`src/rtl/arbitro_memoria_tabuleiro_if.sv`:
```
// rtl/arbitro_memoria_tabuleiro_if.sv - board memory arbiter bus: two requesters, VGA port, memory and read-return
interface arbitro_memoria_tabuleiro_if #(
  parameter int ADDR_W = 5
);
  logic              col_req;
  logic              col_jogador;
  logic              col_we;
  logic [ADDR_W-1:0] col_addr;
  logic [63:0]       col_wdata;
  logic              col_gnt;

  logic              val_req;
  logic              val_jogador;
  logic              val_we;
  logic [ADDR_W-1:0] val_addr;
  logic [63:0]       val_wdata;
  logic              val_gnt;

  logic              vga_jogador;
  logic [ADDR_W-1:0] vga_addr;

  logic [63:0]       mem_rdata_p1;
  logic [63:0]       mem_rdata_p2;
  logic [ADDR_W-1:0] mem_addr;
  logic [63:0]       mem_wdata;
  logic              wrenP1;
  logic              wrenP2;

  logic [63:0]       rd_data;
  logic              rd_valid;
  logic [1:0]        rd_src;

  modport master (
    output col_req, col_jogador, col_we, col_addr, col_wdata,
    output val_req, val_jogador, val_we, val_addr, val_wdata,
    output vga_jogador, vga_addr, mem_rdata_p1, mem_rdata_p2,
    input  col_gnt, val_gnt, mem_addr, mem_wdata, wrenP1, wrenP2,
    input  rd_data, rd_valid, rd_src
  );

  modport slave (
    input  col_req, col_jogador, col_we, col_addr, col_wdata,
    input  val_req, val_jogador, val_we, val_addr, val_wdata,
    input  vga_jogador, vga_addr, mem_rdata_p1, mem_rdata_p2,
    output col_gnt, val_gnt, mem_addr, mem_wdata, wrenP1, wrenP2,
    output rd_data, rd_valid, rd_src
  );
endinterface

```
`src/rtl/arbitro_memoria_tabuleiro.sv`:
```
// rtl/arbitro_memoria_tabuleiro.sv - shares the two board memories between colisor, validador and VGA
module arbitro_memoria_tabuleiro #(
  parameter int MAX_BURST = 32,
  parameter int ADDR_W    = 5
) (
  input  logic clk,
  input  logic resetGeral,
  arbitro_memoria_tabuleiro_if.slave bus
);
  typedef enum logic [1:0] {S_VGA, S_COL, S_VAL, S_GAP} state_t;

  localparam logic [5:0] BURST_LAST = 6'(MAX_BURST - 1);

  state_t            state;
  logic [5:0]        burst_cnt;
  logic              gap_from_val;
  logic              rd_valid_q;
  logic [1:0]        rd_src_q;
  logic              rd_jog_q;

  logic              col_gnt, val_gnt;
  logic              acc_we, acc_jog;
  logic [ADDR_W-1:0] acc_addr;
  logic [1:0]        acc_src;
  logic              burst_last;

  always_comb begin
    col_gnt    = (state == S_COL) && bus.col_req;
    val_gnt    = (state == S_VAL) && bus.val_req;
    acc_we     = 1'b0;
    acc_jog    = bus.vga_jogador;
    acc_addr   = bus.vga_addr;
    acc_src    = 2'd0;
    if (col_gnt) begin
      acc_we   = bus.col_we;
      acc_jog  = bus.col_jogador;
      acc_addr = bus.col_addr;
      acc_src  = 2'd1;
    end else if (val_gnt) begin
      acc_we   = bus.val_we;
      acc_jog  = bus.val_jogador;
      acc_addr = bus.val_addr;
      acc_src  = 2'd2;
    end
    burst_last = burst_cnt >= BURST_LAST;
  end

  assign bus.col_gnt   = col_gnt;
  assign bus.val_gnt   = val_gnt;
  assign bus.mem_addr  = acc_addr;
  assign bus.wrenP1    = acc_we && !acc_jog;
  assign bus.wrenP2    = acc_we && acc_jog;
  assign bus.mem_wdata = !acc_we ? 64'd0 : (col_gnt ? bus.col_wdata : bus.val_wdata);
  // Memories have one cycle of read latency, so the word arrives while the strobe is high.
  assign bus.rd_data   = !rd_valid_q ? 64'd0 : (rd_jog_q ? bus.mem_rdata_p2 : bus.mem_rdata_p1);
  assign bus.rd_valid  = rd_valid_q;
  assign bus.rd_src    = rd_src_q;

  always_ff @(posedge clk or negedge resetGeral) begin
    if (!resetGeral) begin
      state        <= S_VGA;
      burst_cnt    <= 6'd0;
      gap_from_val <= 1'b0;
      rd_valid_q   <= 1'b0;
      rd_src_q     <= 2'd0;
      rd_jog_q     <= 1'b0;
    end else begin
      rd_valid_q <= !acc_we;
      rd_src_q   <= acc_we ? 2'd0 : acc_src;
      rd_jog_q   <= acc_jog;
      case (state)
        S_VGA: begin
          burst_cnt <= 6'd0;
          if (bus.col_req)      state <= S_COL;
          else if (bus.val_req) state <= S_VAL;
        end
        S_COL: begin
          if (bus.col_req) begin
            if (burst_last) begin
              state        <= S_GAP;
              gap_from_val <= 1'b0;
              burst_cnt    <= 6'd0;
            end else begin
              burst_cnt <= burst_cnt + 6'd1;
            end
          end else begin
            burst_cnt <= 6'd0;
            state     <= bus.val_req ? S_VAL : S_VGA;
          end
        end
        S_VAL: begin
          if (bus.val_req) begin
            if (burst_last) begin
              state        <= S_GAP;
              gap_from_val <= 1'b1;
              burst_cnt    <= 6'd0;
            end else begin
              burst_cnt <= burst_cnt + 6'd1;
            end
          end else begin
            burst_cnt <= 6'd0;
            state     <= bus.col_req ? S_COL : S_VGA;
          end
        end
        default: begin
          // After a forced VGA slot the requester that was waiting goes first.
          burst_cnt <= 6'd0;
          if (gap_from_val) begin
            if (bus.col_req)      state <= S_COL;
            else if (bus.val_req) state <= S_VAL;
            else                  state <= S_VGA;
          end else begin
            if (bus.val_req)      state <= S_VAL;
            else if (bus.col_req) state <= S_COL;
            else                  state <= S_VGA;
          end
        end
      endcase
    end
  end
endmodule

```
`src/flat_wrapper.sv`:
```
// flat-port wrapper written by rule: the top's interface ports become plain ports
module arbitro_memoria_tabuleiro_flat 
#(
  parameter int MAX_BURST = 32,
  parameter int ADDR_W    = 5
)
  (clk, resetGeral, bus_col_req, bus_col_jogador, bus_col_we, bus_col_addr, bus_col_wdata, bus_val_req, bus_val_jogador, bus_val_we, bus_val_addr, bus_val_wdata, bus_vga_jogador, bus_vga_addr, bus_mem_rdata_p1, bus_mem_rdata_p2, bus_col_gnt, bus_val_gnt, bus_mem_addr, bus_mem_wdata, bus_wrenP1, bus_wrenP2, bus_rd_data, bus_rd_valid, bus_rd_src);
  arbitro_memoria_tabuleiro_if #(.ADDR_W(ADDR_W)) bus_i ();
  input  logic clk;
  input  logic resetGeral;
  input wire logic [$bits(bus_i.col_req)-1:0] bus_col_req;
  input wire logic [$bits(bus_i.col_jogador)-1:0] bus_col_jogador;
  input wire logic [$bits(bus_i.col_we)-1:0] bus_col_we;
  input wire logic [$bits(bus_i.col_addr)-1:0] bus_col_addr;
  input wire logic [$bits(bus_i.col_wdata)-1:0] bus_col_wdata;
  input wire logic [$bits(bus_i.val_req)-1:0] bus_val_req;
  input wire logic [$bits(bus_i.val_jogador)-1:0] bus_val_jogador;
  input wire logic [$bits(bus_i.val_we)-1:0] bus_val_we;
  input wire logic [$bits(bus_i.val_addr)-1:0] bus_val_addr;
  input wire logic [$bits(bus_i.val_wdata)-1:0] bus_val_wdata;
  input wire logic [$bits(bus_i.vga_jogador)-1:0] bus_vga_jogador;
  input wire logic [$bits(bus_i.vga_addr)-1:0] bus_vga_addr;
  input wire logic [$bits(bus_i.mem_rdata_p1)-1:0] bus_mem_rdata_p1;
  input wire logic [$bits(bus_i.mem_rdata_p2)-1:0] bus_mem_rdata_p2;
  output wire logic [$bits(bus_i.col_gnt)-1:0] bus_col_gnt;
  output wire logic [$bits(bus_i.val_gnt)-1:0] bus_val_gnt;
  output wire logic [$bits(bus_i.mem_addr)-1:0] bus_mem_addr;
  output wire logic [$bits(bus_i.mem_wdata)-1:0] bus_mem_wdata;
  output wire logic [$bits(bus_i.wrenP1)-1:0] bus_wrenP1;
  output wire logic [$bits(bus_i.wrenP2)-1:0] bus_wrenP2;
  output wire logic [$bits(bus_i.rd_data)-1:0] bus_rd_data;
  output wire logic [$bits(bus_i.rd_valid)-1:0] bus_rd_valid;
  output wire logic [$bits(bus_i.rd_src)-1:0] bus_rd_src;
  assign bus_i.col_req = bus_col_req;
  assign bus_i.col_jogador = bus_col_jogador;
  assign bus_i.col_we = bus_col_we;
  assign bus_i.col_addr = bus_col_addr;
  assign bus_i.col_wdata = bus_col_wdata;
  assign bus_i.val_req = bus_val_req;
  assign bus_i.val_jogador = bus_val_jogador;
  assign bus_i.val_we = bus_val_we;
  assign bus_i.val_addr = bus_val_addr;
  assign bus_i.val_wdata = bus_val_wdata;
  assign bus_i.vga_jogador = bus_vga_jogador;
  assign bus_i.vga_addr = bus_vga_addr;
  assign bus_i.mem_rdata_p1 = bus_mem_rdata_p1;
  assign bus_i.mem_rdata_p2 = bus_mem_rdata_p2;
  assign bus_col_gnt = bus_i.col_gnt;
  assign bus_val_gnt = bus_i.val_gnt;
  assign bus_mem_addr = bus_i.mem_addr;
  assign bus_mem_wdata = bus_i.mem_wdata;
  assign bus_wrenP1 = bus_i.wrenP1;
  assign bus_wrenP2 = bus_i.wrenP2;
  assign bus_rd_data = bus_i.rd_data;
  assign bus_rd_valid = bus_i.rd_valid;
  assign bus_rd_src = bus_i.rd_src;
  arbitro_memoria_tabuleiro #(.MAX_BURST(MAX_BURST), .ADDR_W(ADDR_W)) u_core (.clk(clk), .resetGeral(resetGeral), .bus(bus_i));
endmodule
```
`config.mk`:
```
export PLATFORM = sky130hd
export DESIGN_NAME = arbitro_memoria_tabuleiro_flat
export DESIGN_NICKNAME = d
export VERILOG_FILES = /design/src/rtl/arbitro_memoria_tabuleiro_if.sv /design/src/rtl/arbitro_memoria_tabuleiro.sv /design/src/flat_wrapper.sv
export SDC_FILE = /design/constraint.sdc
export NUM_CORES = 1
export LEC_CHECK = 0
export ABC_AREA = 1
export BUFFER_PORTS_ARGS = -buffer_cell sky130_fd_sc_hd__buf_2
export CAP_MARGIN = 20
export CORE_AREA = 2 2 166 168
export CTS_CLUSTER_DIAMETER = 40
export CTS_CLUSTER_SIZE = 28
export DETAILED_ROUTE_END_ITERATION = 12
export DIE_AREA = 0 0 168 170
export SYNTH_ARGS = -nofsm -noshare
export SYNTH_HDL_FRONTEND = slang
export SYNTH_SLANG_ARGS = --single-unit
```
`constraint.sdc`:
```
create_clock -name clk -period 2.34 [get_ports clk]
set_input_delay 0.234 -clock clk [delete_from_list [all_inputs] [get_ports clk]]
set_output_delay 0.234 -clock clk [all_outputs]
set_load 0.05 [all_outputs]
```
==> results of run 1 <==
-- worst max-delay path: cells and delay by family (launching register included) --
family / cells / cell delay [ps]
compound gates: 2 / 300
flops: 1 / 400
fa+ha+maj: 1 / 200
simple gates: 2 / 190
buf+inv: 4 / 740
-- power groups by stage --
stage	Combinational [W]	Clock, W	Sequential (W)
after global routing	0.00768	0.000351	0.000380
after floorplan	0.00463	0	0.000337
final	0.00727	0.000334	0.000365
after global placement	0.00679	0	0.000374
after CTS	0.00686	0.000341	0.000370
after detailed placement	0.00682	0	0.000375
-- synthesized netlist by cell type (2+ instances only) --
master and instances:
inv_1 14, nand2_1 164, dfrtp_1 13, clkbuf_1 18, buf_6 4, ha_1 5, o21ai_0 70, nand3_1 10
nand2_2 2, nand4_1 2, a21oi_1 40, inv_2 4, nor2_1 137, buf_2 18, a21oi_2 31
-- stage by stage --
stage               instances    util  cell area [sq um]  TNS [ps]
floorplan                 539       -               2760     -2327
global placement         1271  0.2085               5558         0
detailed placement       1271  0.2085               5558         0
CTS                      1276  0.2127               5668   -0.7607
global route             1287  0.2275               6063     -1408
finish                   1288  0.2276               6066         0
-- what timing repair did --
item / 4_1_cts / 5_1_grt
setup buffers: 0 / 4
pin swaps: 0 / 2
resized for setup: 8 / 135
gates cloned: 0 / 5
setup endpoints to repair: 7 / 64
hold buffers: 1 / 0
endpoints found under the hold margin: 13 / 0
-- worst paths after layout --
| kind | to | startpoint | slack (ps) |
|---|---|---|---|
| setup reg to reg | u_core.gap_from_val | u_core.state[0] | 730 |
| max in group asynchronous | u_core.rd_jog_q | resetGeral | 1660 |
| hold / removal | u_core.bus.rd_src[0] | bus_col_we | 170 |
| hold reg to reg | u_core.burst_cnt[0] | u_core.burst_cnt[0] | 460 |
| min in group asynchronous | u_core.burst_cnt[2] | resetGeral | 420 |
| setup / recovery | bus_mem_wdata[62] | u_core.state[0] | 30 |
-- cell type report --
| type | count | share of cell area |
|---|---|---|
| Tap cell | 341 | 0.07034 |
| Clock buffer | 4 | 0.01300 |
| Timing Repair Buffer | 441 | 0.4823 |
| Sequential cell | 13 | 0.05404 |
| Inverter | 18 | 0.01196 |
| Multi-Input combinational cell | 467 | 0.3663 |
| Antenna cell | 3 | 0.001238 |
| Timing Repair inverter | 1 | 0.0008251 |
-- cell usage in the layout (no fill, tap or decap), types with 3 or more instances in the layout --
cell type | synthesis | layout
dfrtp_1 | 13 | 11
nand3_1 | 10 | 10
clkbuf_16 | 0 | 6
inv_1 | 14 | 13
clkbuf_4 | 0 | 7
a21oi_4 | 0 | 3
nor2_1 | 137 | 137
buf_2 | 18 | 336
diode_2 | 0 | 3
buf_6 | 4 | 18
a21oi_2 | 31 | 41
ha_1 | 5 | 3
buf_12 | 0 | 25
o21ai_0 | 70 | 70
inv_2 | 4 | 4
buf_4 | 0 | 50
a21oi_1 | 40 | 27
nand2_1 | 164 | 163
-- flip-flops by register name (all words and copies together) (netlist names) --
| register | cells |
|---|---|
| u_core.burst_cnt | 6 |
| u_core.bus.rd_src | 2 |
| u_core.bus.rd_valid | 1 |
| u_core.gap_from_val | 1 |
| u_core.rd_jog_q | 1 |
| u_core.state | 2 |
-- metal layers --
metal  routed length [um]  vias to the layer above  track usage
met5                    0                        -            0
met4                  335                        0      0.03025
met3                 1526                       17      0.01488
met2                 9422                      329       0.2064
met1                 7830                     2239       0.1366
li1                     -                     2543            -
-- logic make-up after synthesis --
group | synth area share
XOR/XNOR | 0.006414
AND/OR/NAND/NOR | 0.4457
flip-flops | 0.1191
adder cells (fa/ha/maj) | 0.02290
buffers and inverters | 0.1003
AO/OA/AOI/OAI | 0.3055
==> impl_results.md, run 1 <==
- Worst Skew: 1.958 ps
- First-pass GRT wire length: about 25000 um
- Chip Width: roughly 170 um
- Final-report hold violation count: 0
- Pleak: 3.218 nW
- FP Rows: 60
- Psw: 0.005292 W
- Initial DRC count: 231
- Critical Path End Type: output pin
- Reg clk slew, reported paths: 50 ps
- Logic pwr share: 0.912
- Worst vdd ir: 0.4134 mV
- Area Growth Syn to Fin: 122.1%
- Internal cell power: 0.002680 W
- Synth Register Bits: 13
- Via/cell ratio: 3.981
- Slew Limit Fails: 0
- Die area: roughly 29000 sq um
- Most used flip-flop cell after synthesis: dfrtp_1
- Hold Path Cell Cnt: 2
- Final Power: approximately 0.008 W
- Max frequency: 432.3 MHz
- Slew at the pin with the worst max-slew slack: 338.1 ps
- Number of CTS-inserted buffers: 3
- Distinct cells, synth: 22
- Final Worst Setup Slack: approximately 27 ps
- H-tree levels: 1
- Vias in the first global route: approximately 4600
- CP max-delay cell: dfrtp_1
- Synth warn: 0
- Max-Slew Margin vs Limit: 0.7746
- Post-synthesis cell area: 2731 sq um
- CP Data Required Time: between 2000 and 2500 ps
- Fillers: 2991
- Antenna violations before repair: 7
- WS Path Type: reg2out
- Layout cell share with drive strength beyond 1: 0.5318
- CP most frequent cell: buf_4
- Post-synth net total: 824
- Sink Count: 13
- Fraction of registers with async set/reset: 1.000
- Largest net degree at the start of global routing: between 60 and 70
- Root buffer cell: clkbuf_16
- Worst Reg2Reg Path Length in Cells: 8
- Total congestion overflow: 0
- Setup violators final: 0
- Multi-input combinational cell area: ~2200 sq um
- DR vias: ~5000
- WL per Instance: 14.84 um
- Clk pwr share: 0.042
- Area leader, netlist: nand2_1
- Final nets: 1230
- Clock latency on the worst-skew pair: 250 ps
- Dominant cells by area after synthesis: nand2_1, nor2_1, o21ai_0, dfrtp_1, a21oi_2
- Worst Setup Start Kind: register
- Mapped Cells: 539
- Combined flip-flop and latch cell area: 327.8 sq um
- Max cap viols: 0
- Synth top area share: 0.2254
- Synth Area per Inst: between 5 and 6 sq um
- Net switching fraction of the power: 0.6638
- Setup Slack @ Placement: 204.2 ps
- Global-route usage over all layers: 0.1121
- RSZ-0062 raised after global routing: true
- Crit-path cells: buf_4 -> ha_2 -> nand2_4 -> nor2_2 -> a21oi_4 -> clkinv_4 -> clkbuf_16 -> a21oi_1 -> buf_4
- Die Ht: approximately 170 um
- DP Wirelength: 15340 um
- Sequential Power Share: 0.046
- 1st-pass router iterations: 5
- I/O pin cnt: 420
- EDFF count, synth: 0
- Pwr/cell area: 1314 nW/um^2
- I/O Buffers: 419
- Post-synthesis sequential area ratio: 0.1191
- Initial Util: 0.1025
- Outcome: completed
- Core Area: 26650 sq um
- Maximum root-to-sink buffer count: 2
- Hold WC Path Type: in2reg
- CP Data Arrival Time: 2080 ps
- CP max FO: 6
- Fin crit share: 0.9887
- Period minus WS final: 2313 ps
- Hold Worst Slack: 173.5 ps
- # DRC: 0
- Max stage delay on crit path: 400 ps
- Final Wtd Congestion: 0.8671
- CTS tree: built
- Drt total wl: 19110 um
- Post-DRT Antenna Nets: 0
(Power assumes the default switching activity.)
==> run 2, diff against run 1 <==
--- a/config.mk
+++ b/config.mk
@@ -5,14 +5,14 @@
 export SDC_FILE = /design/constraint.sdc
 export NUM_CORES = 1
 export LEC_CHECK = 0
-export ABC_AREA = 1
+export ABC_AREA = 0
 export BUFFER_PORTS_ARGS = -buffer_cell sky130_fd_sc_hd__buf_2
 export CAP_MARGIN = 20
-export CORE_AREA = 2 2 166 168
+export CORE_AREA = 2 2 161 163
 export CTS_CLUSTER_DIAMETER = 40
 export CTS_CLUSTER_SIZE = 28
 export DETAILED_ROUTE_END_ITERATION = 12
-export DIE_AREA = 0 0 168 170
+export DIE_AREA = 0 0 163 165
 export SYNTH_ARGS = -nofsm -noshare
 export SYNTH_HDL_FRONTEND = slang
 export SYNTH_SLANG_ARGS = --single-unit
==> run 2 against run 1 <==
  * First-iteration DRC count fell by 19%
  * Total power fell by 32%
  * Combinational power fell by 34%
  * Highest routed layer is now met5
==> impl_results.md, run 2 <==
- Final nets: 1142
- Dominant cells by area after synthesis: mux2i_1, nand2_1, nor2b_1, a21oi_1, dfrtp_1
- Adder-cell share of the synthesized area: 0.02206
- Setup Slack @ Placement: roughly 52 ps
- Worst Skew: 0.7553 ps
- H-tree levels: 1
- First-pass GRT wire length: 26450 um
- 1st-pass router iterations: 4
- Global-route usage over all layers: 0.1340
- Final Cell Area: between 5000 and 6000 sq um
- EDFF count, synth: 0
- DP Area: 5289 sq um
- Die Ht: 165 um
- FP Rows: 58
- Final-report hold violation count: 0
- Synth Area in Compound Gates: 0.1734
- Final Power: 0.005445 W
- Post-synthesis mux area share: 0.2470
- Distinct cells, synth: 33
- Most common cell in the netlist: nand2_1
- DP Wirelength: 17210 um
- Commonest non-fill, non-tap cell in the layout: buf_2
- Chip Width: 163 um
- Worst Setup Start Kind: register
- Max-Slew Margin vs Limit: 0.6595
- CP max-delay cell: dfrtp_1
- Max stage delay on crit path: 370 ps
- Max frequency: 435.6 MHz
- Vias in the first global route: about 4300
- Crit-path cells: inv_1 -> ha_4 -> nand2_4 -> inv_6 -> nor2_4 -> a22oi_2 -> buf_6 -> bufbuf_16 -> a21oi_1 -> clkbuf_4
- Synth warn: 0
- Hold Worst Slack: 171.3 ps
- Fillers: 2831
- Fin crit share: 0.9811
- Largest net degree at the start of global routing: between 60 and 70
- CP Data Arrival Time: 2060 ps
- Die area: ~27000 sq um
- DR vias: 4798
- Combined flip-flop and latch cell area: ~330 sq um
- Final Worst Setup Slack: 44.30 ps
- Post-synthesis cell area: around 2800 sq um
- Synth top area share: 0.2470
- Hold WC Path Type: in2reg
- Main combinational cell family by area after synthesis: simple AND/OR/NAND/NOR gates
- # DRC: 0
- Post-DRT Antenna Nets: 0
- Post-synth top cells: nand2_1, a21oi_1, mux2i_1, nor2b_1, clkbuf_1
- Core Area: between 20000 and 30000 sq um
- WL per Instance: 17.96 um
- Most used flip-flop cell after synthesis: dfrtp_1
- RSZ-0062 raised after global routing: true
- Layout cell share with drive strength beyond 1: 0.5467
- Multi-input combinational cell area: 2390 sq um
- Most frequent cells in the layout: buf_2, nand2_1, mux2i_1
- Worst vdd ir: ~0.38 mV
- I/O pin cnt: 420
- Outcome: completed
- CP max FO: 30
- Synth Area in XOR/XNOR: 0.006176
- Max reg flops: 6
- Critical Path End Type: output pin
- Antenna violations before repair: 4
- WS Path Type: reg2out
- Setup violators final: 0
- Pleak: between 3 and 4 nW
- Via/cell ratio: 4.039
- Slew at the pin with the worst max-slew slack: 508.5 ps
- Final Wtd Congestion: between 0.8 and 0.9
- Max cap viols: 0
- Initial Util: 0.1133
- Reg clk slew, reported paths: 40 ps
- Synth Register Bits: 13
- I/O Buffers: 419
- Clock latency on the worst-skew pair: 240 ps
- Area leader, netlist: mux2i_1
- Maximum root-to-sink buffer count: 2
- Mapped Cells: 449
- Fraction of registers with async set/reset: 1.000
- Total congestion overflow: 0
- Period minus WS final: 2296 ps
- Number of CTS-inserted buffers: 3
- Top reg by flops: u_core.burst_cnt
- Simple-Gate Fraction of Synth Area: 0.3591
- Slew Limit Fails: 0
- CTS tree: built
- Pwr/cell area: roughly 940 nW/um^2
- CP Data Required Time: between 2000 and 2500 ps
- Root buffer cell: clkbuf_16
- Sink Count: 13
- Area Growth Syn to Fin: 104.7%
- Synth Area per Inst: about 6.3 sq um
- Post-synthesis sequential area ratio: 0.1147
- Post-synth net total: approximately 730
- Drt total wl: approximately 21000 um
- Initial DRC count: 187
run 2: cell types whose count changed in the layout (fill, tap and decap cells not counted), sizes merged, moves of 4 or more:
cell / previous run / this run
mux2i: 0 / 70
o21ai: 70 / 10
nand3: 10 / 2
nand2: 166 / 141
clkbuf: 14 / 10
nor2b: 0 / 65
nor2: 138 / 11
inv: 17 / 9
run 2: repair_timing:
item,in CTS,in global routing
buffers inserted,5,1
cloned,2,1
gates resized for setup,54,54
hold endpoints to repair,13,0
hold buffers,1,0
setup endpoints to repair,63,65
pin swaps,1,0
run 2: power breakdown:
part	internal [W]	switching, W	total [W]
clock	0.000230	0.0000940	0.000324
combinational	0.00143	0.00335	0.00478
sequential	0.000267	0.0000713	0.000338
total	0.00193	0.00352	0.00544
run 2: worst max-delay path, delay by kind of cell (launching register included):
family	cells	cell delay, ps
simple gates	2	130
compound gates	2	210
fa+ha+maj	1	180
flops	1	370
buf+inv	5	920
run 2: routing by layer:
| layer | vias up | global-route usage | wire, um |
|---|---|---|---|
| li1 | 2303 | - | - |
| met3 | 15 | 0.01482 | 1461 |
| met1 | 2192 | 0.1684 | 8830 |
| met2 | 286 | 0.2440 | 10750 |
| met4 | 2 | 0.03178 | 272 |
| met5 | - | 0 | 12 |
run 2: final timing paths:
check	from	endpoint	slack [ps]	depth (start not counted)
min in group asynchronous	resetGeral	u_core.bus.rd_src[1]	430	2
worst max register to register	u_core.state[1]	u_core.burst_cnt[5]	560	7
worst min-delay path	bus_col_we	u_core.bus.rd_src[0]	170	2
worst min register to register	u_core.burst_cnt[0]	u_core.burst_cnt[0]	490	1
max in group asynchronous	resetGeral	u_core.rd_jog_q	1640	2
worst max-delay path	u_core.state[1]	bus_mem_wdata[52]	40	10
run 2: final cells by class:
class                           count  area share
Sequential cell                    13     0.05688
Clock buffer                        4     0.01357
Tap cell                          330     0.07111
Multi-Input combinational cell    391      0.4115
Inverter                            9    0.006680
Antenna cell                        2   0.0008619
Timing Repair Buffer              439      0.4393
run 2: logic make-up (layout without fill, tap and decap cells):
group                    Yosys count  count (layout)
AO/OA/AOI/OAI                     91              91
multiplexers                      70              70
XOR/XNOR                           2               2
adder cells (fa/ha/maj)            5               5
AND/OR/NAND/NOR                  223             223
other                              0               2
flip-flops                        13              13
buffers and inverters             45             452
run 2: through the flow:
step,TNS [ps],cells,utilization
finish,0,1188,0.2319
global route,-26.22,1188,0.2319
CTS,0,1184,0.2243
detailed placement,0,1172,0.2112
global placement,0,1172,0.2112
floorplan,-852.6,449,-
==> run 3, diff against run 2 <==
--- a/config.mk
+++ b/config.mk
@@ -13,6 +13,7 @@
 export CTS_CLUSTER_SIZE = 28
 export DETAILED_ROUTE_END_ITERATION = 12
 export DIE_AREA = 0 0 163 165
+export PLACE_DENSITY_LB_ADDON = 0.3
 export SYNTH_ARGS = -nofsm -noshare
 export SYNTH_HDL_FRONTEND = slang
 export SYNTH_SLANG_ARGS = --single-unit
==> run 3 against run 2 <==
  * Clock-buffer cell count stayed put
  * Sequential share of layout area grew 0.071 points
  * Worst hold slack improved by 0.58 ps
  * Register-to-register slack hardly changed
==> impl_results.md, run 3 (same netlist as run 2, synthesis figures left out) <==
- Initial Util: 0.1133
- Max cap viols: 0
- DR vias: around 4700
- R2r setup slk: around 550 ps
- R2r endpoint: u_core.burst_cnt[5]
- DP Area: 5341 sq um
- CP max FO: 15
- Worst Reg2Reg Path Length in Cells: 7
- Reg clk slew, reported paths: 50 ps
- Top reg by flops: u_core.burst_cnt
- Hold Path Cell Cnt: 2
- Total congestion overflow: 0
- Area Growth Syn to Fin: 102.2%
- Final Wtd Congestion: 0.8033
- CP Data Required Time: ~2100 ps
- Sink Count: 13
- Worst Setup Start Kind: register
- CP max-delay cell: dfrtp_1
- Fin crit share: 0.9626
- Final nets: 1142
- Pwr/cell area: 933.6 nW/um^2
- Max reg flops: 6
- Drt total wl: 19950 um
- Logic pwr share: 0.869
- Combined flip-flop and latch cell area: roughly 330 sq um
- Antenna violations before repair: 3
- Core Area: between 20000 and 30000 sq um
- Initial DRC count: 253
- Final Power: between 0.005 and 0.006 W
- Max stage delay on crit path: 430 ps
- Setup violators final: 0
- CTS tree: built
- Maximum root-to-sink buffer count: 2
- Worst vdd ir: 0.3546 mV
- Worst hold endpoint: u_core.bus.rd_src[0]
- Period minus WS final: 2253 ps
- Max frequency: roughly 440 MHz
- WS Path Type: reg2out
- Sequential Power Share: 0.070
- Top cell family by delay on the critical path: buffers and inverters
- Die area: roughly 27000 sq um
- Pleak: 3.235 nW
- Via/cell ratio: 3.949
- 1st-pass router iterations: 4
- Vias in the first global route: between 4000 and 5000
- Final Cell Area: between 5000 and 6000 sq um
- Die Ht: about 170 um
- Crit-path cells: inv_2 -> ha_4 -> nand2_4 -> inv_8 -> nor2_2 -> a22oi_2 -> buf_6 -> buf_12 -> a21oi_1 -> clkbuf_4
- Hold Worst Slack: 171.9 ps
- Critical Path End Type: output pin
- Internal cell power: 0.001892 W
- Layout cell share with drive strength beyond 1: 0.5327
- Root buffer cell: clkbuf_16
- Setup TNS: 0 ps
- WL per Instance: 16.81 um
- Hold Path Origin: bus_col_we
- Max-Slew Margin vs Limit: 0.6679
- # DRC: 0
- Global-route usage over all layers: 0.1267
- FP Rows: 58
- Clock latency on the worst-skew pair: 250 ps
- Net switching fraction of the power: 0.6467
- Worst Skew: 9.738 ps
- Slew Limit Fails: 0
- Chip Width: 163 um
- Commonest non-fill, non-tap cell in the layout: buf_2
- Clk pwr share: 0.061
- Setup Slack @ Placement: about 140 ps
- Outcome: completed
- H-tree levels: 1
- First-pass GRT wire length: 25490 um
- I/O pin cnt: 420
- Final-report hold violation count: 0
- Fillers: 2918
- DP Wirelength: 16180 um
- Hold WC Path Type: in2reg
- Most frequent cells in the layout: buf_2, nand2_1, mux2i_1
- Number of CTS-inserted buffers: 3
- Buf+Inv Stages, Crit Path: 5
- Largest net degree at the start of global routing: between 60 and 70
- Multi-input combinational cell area: 2330 sq um
- CP Data Arrival Time: approximately 2000 ps
- Slew at the pin with the worst max-slew slack: roughly 500 ps
- R2r startpoint: u_core.state[0]
- Post-DRT Antenna Nets: 0
- Final Worst Setup Slack: ~87 ps
- Psw: 0.003463 W
- I/O Buffers: roughly 420
run 3: cell count changes in the layout (fill, tap and decap cells not counted), moves of 3 or more:
cell      delta
a21oi_1     +11
a21oi_2     -11
buf_12       +3
buf_2       +11
buf_4       -22
buf_6        -3
clkbuf_4    +10
run 3: worst reg2reg max path: stages, from the launching register on:
cell and delay, ps:
dfrtp_2 420, inv_1 80, ha_2 220, nand2_2 110
buf_4 200, inv_1 80, o211ai_1 420, nor3_1 120
run 3: metrics by stage:
step / cells / util
floorplan: 449 / -
global placement: 1173 / 0.2133
detailed placement: 1173 / 0.2133
CTS: 1179 / 0.2197
global route: 1186 / 0.2290
finish: 1187 / 0.2291
run 3: cell type report:
class	count	share of cell area
inverters	9	0.007199
flip-flops and latches	13	0.05759
multi-input cells	391	0.4062
diodes	1	0.0004363
well taps	330	0.07199
repair buffers	438	0.4420
repair inverters	1	0.0008726
clock buffers	4	0.01374
run 3: routing by layer:
metal	part of all wire	track usage	routed length, um	vias up
met5	0.0013	0	25	-
met3	0.084	0.02637	1668	14
met1	0.41	0.1559	8246	2083
li1	-	-	-	2307
met2	0.49	0.2311	9761	279
met4	0.013	0.01810	250	4
run 3: worst max path at each step:
stage          cells after the start             from                end
3_5_place_dp                       8  u_core.state[1]  bus_mem_wdata[10]
3_3_place_gp                       8  u_core.state[1]  bus_mem_wdata[10]
2_1_floorplan                      7  u_core.state[1]    bus_mem_addr[1]
6_report                          10  u_core.state[1]  bus_mem_wdata[32]
5_1_grt                            9  u_core.state[0]   bus_mem_wdata[8]
4_1_cts                            7  u_core.state[0]         bus_wrenP2
run 3: timing repair:
item | in CTS | in global routing
setup endpoints to repair | 63 | 66
hold buffers | 1 | 0
pin swaps | 0 | 1
cloned | 1 | 4
gates resized for setup | 12 | 85
hold endpoints to repair | 13 | 0
setup buffers | 0 | 3
run 3: power groups by stage:
stage	combinational, W	sequential (W)	clock (W)
2_1_floorplan	0.00319	0.000316	0
5_1_grt	0.00493	0.000384	0.000350
4_1_cts	0.00451	0.000371	0.000335
3_3_place_gp	0.00442	0.000367	0
6_report	0.00466	0.000373	0.000327
3_5_place_dp	0.00441	0.000371	0
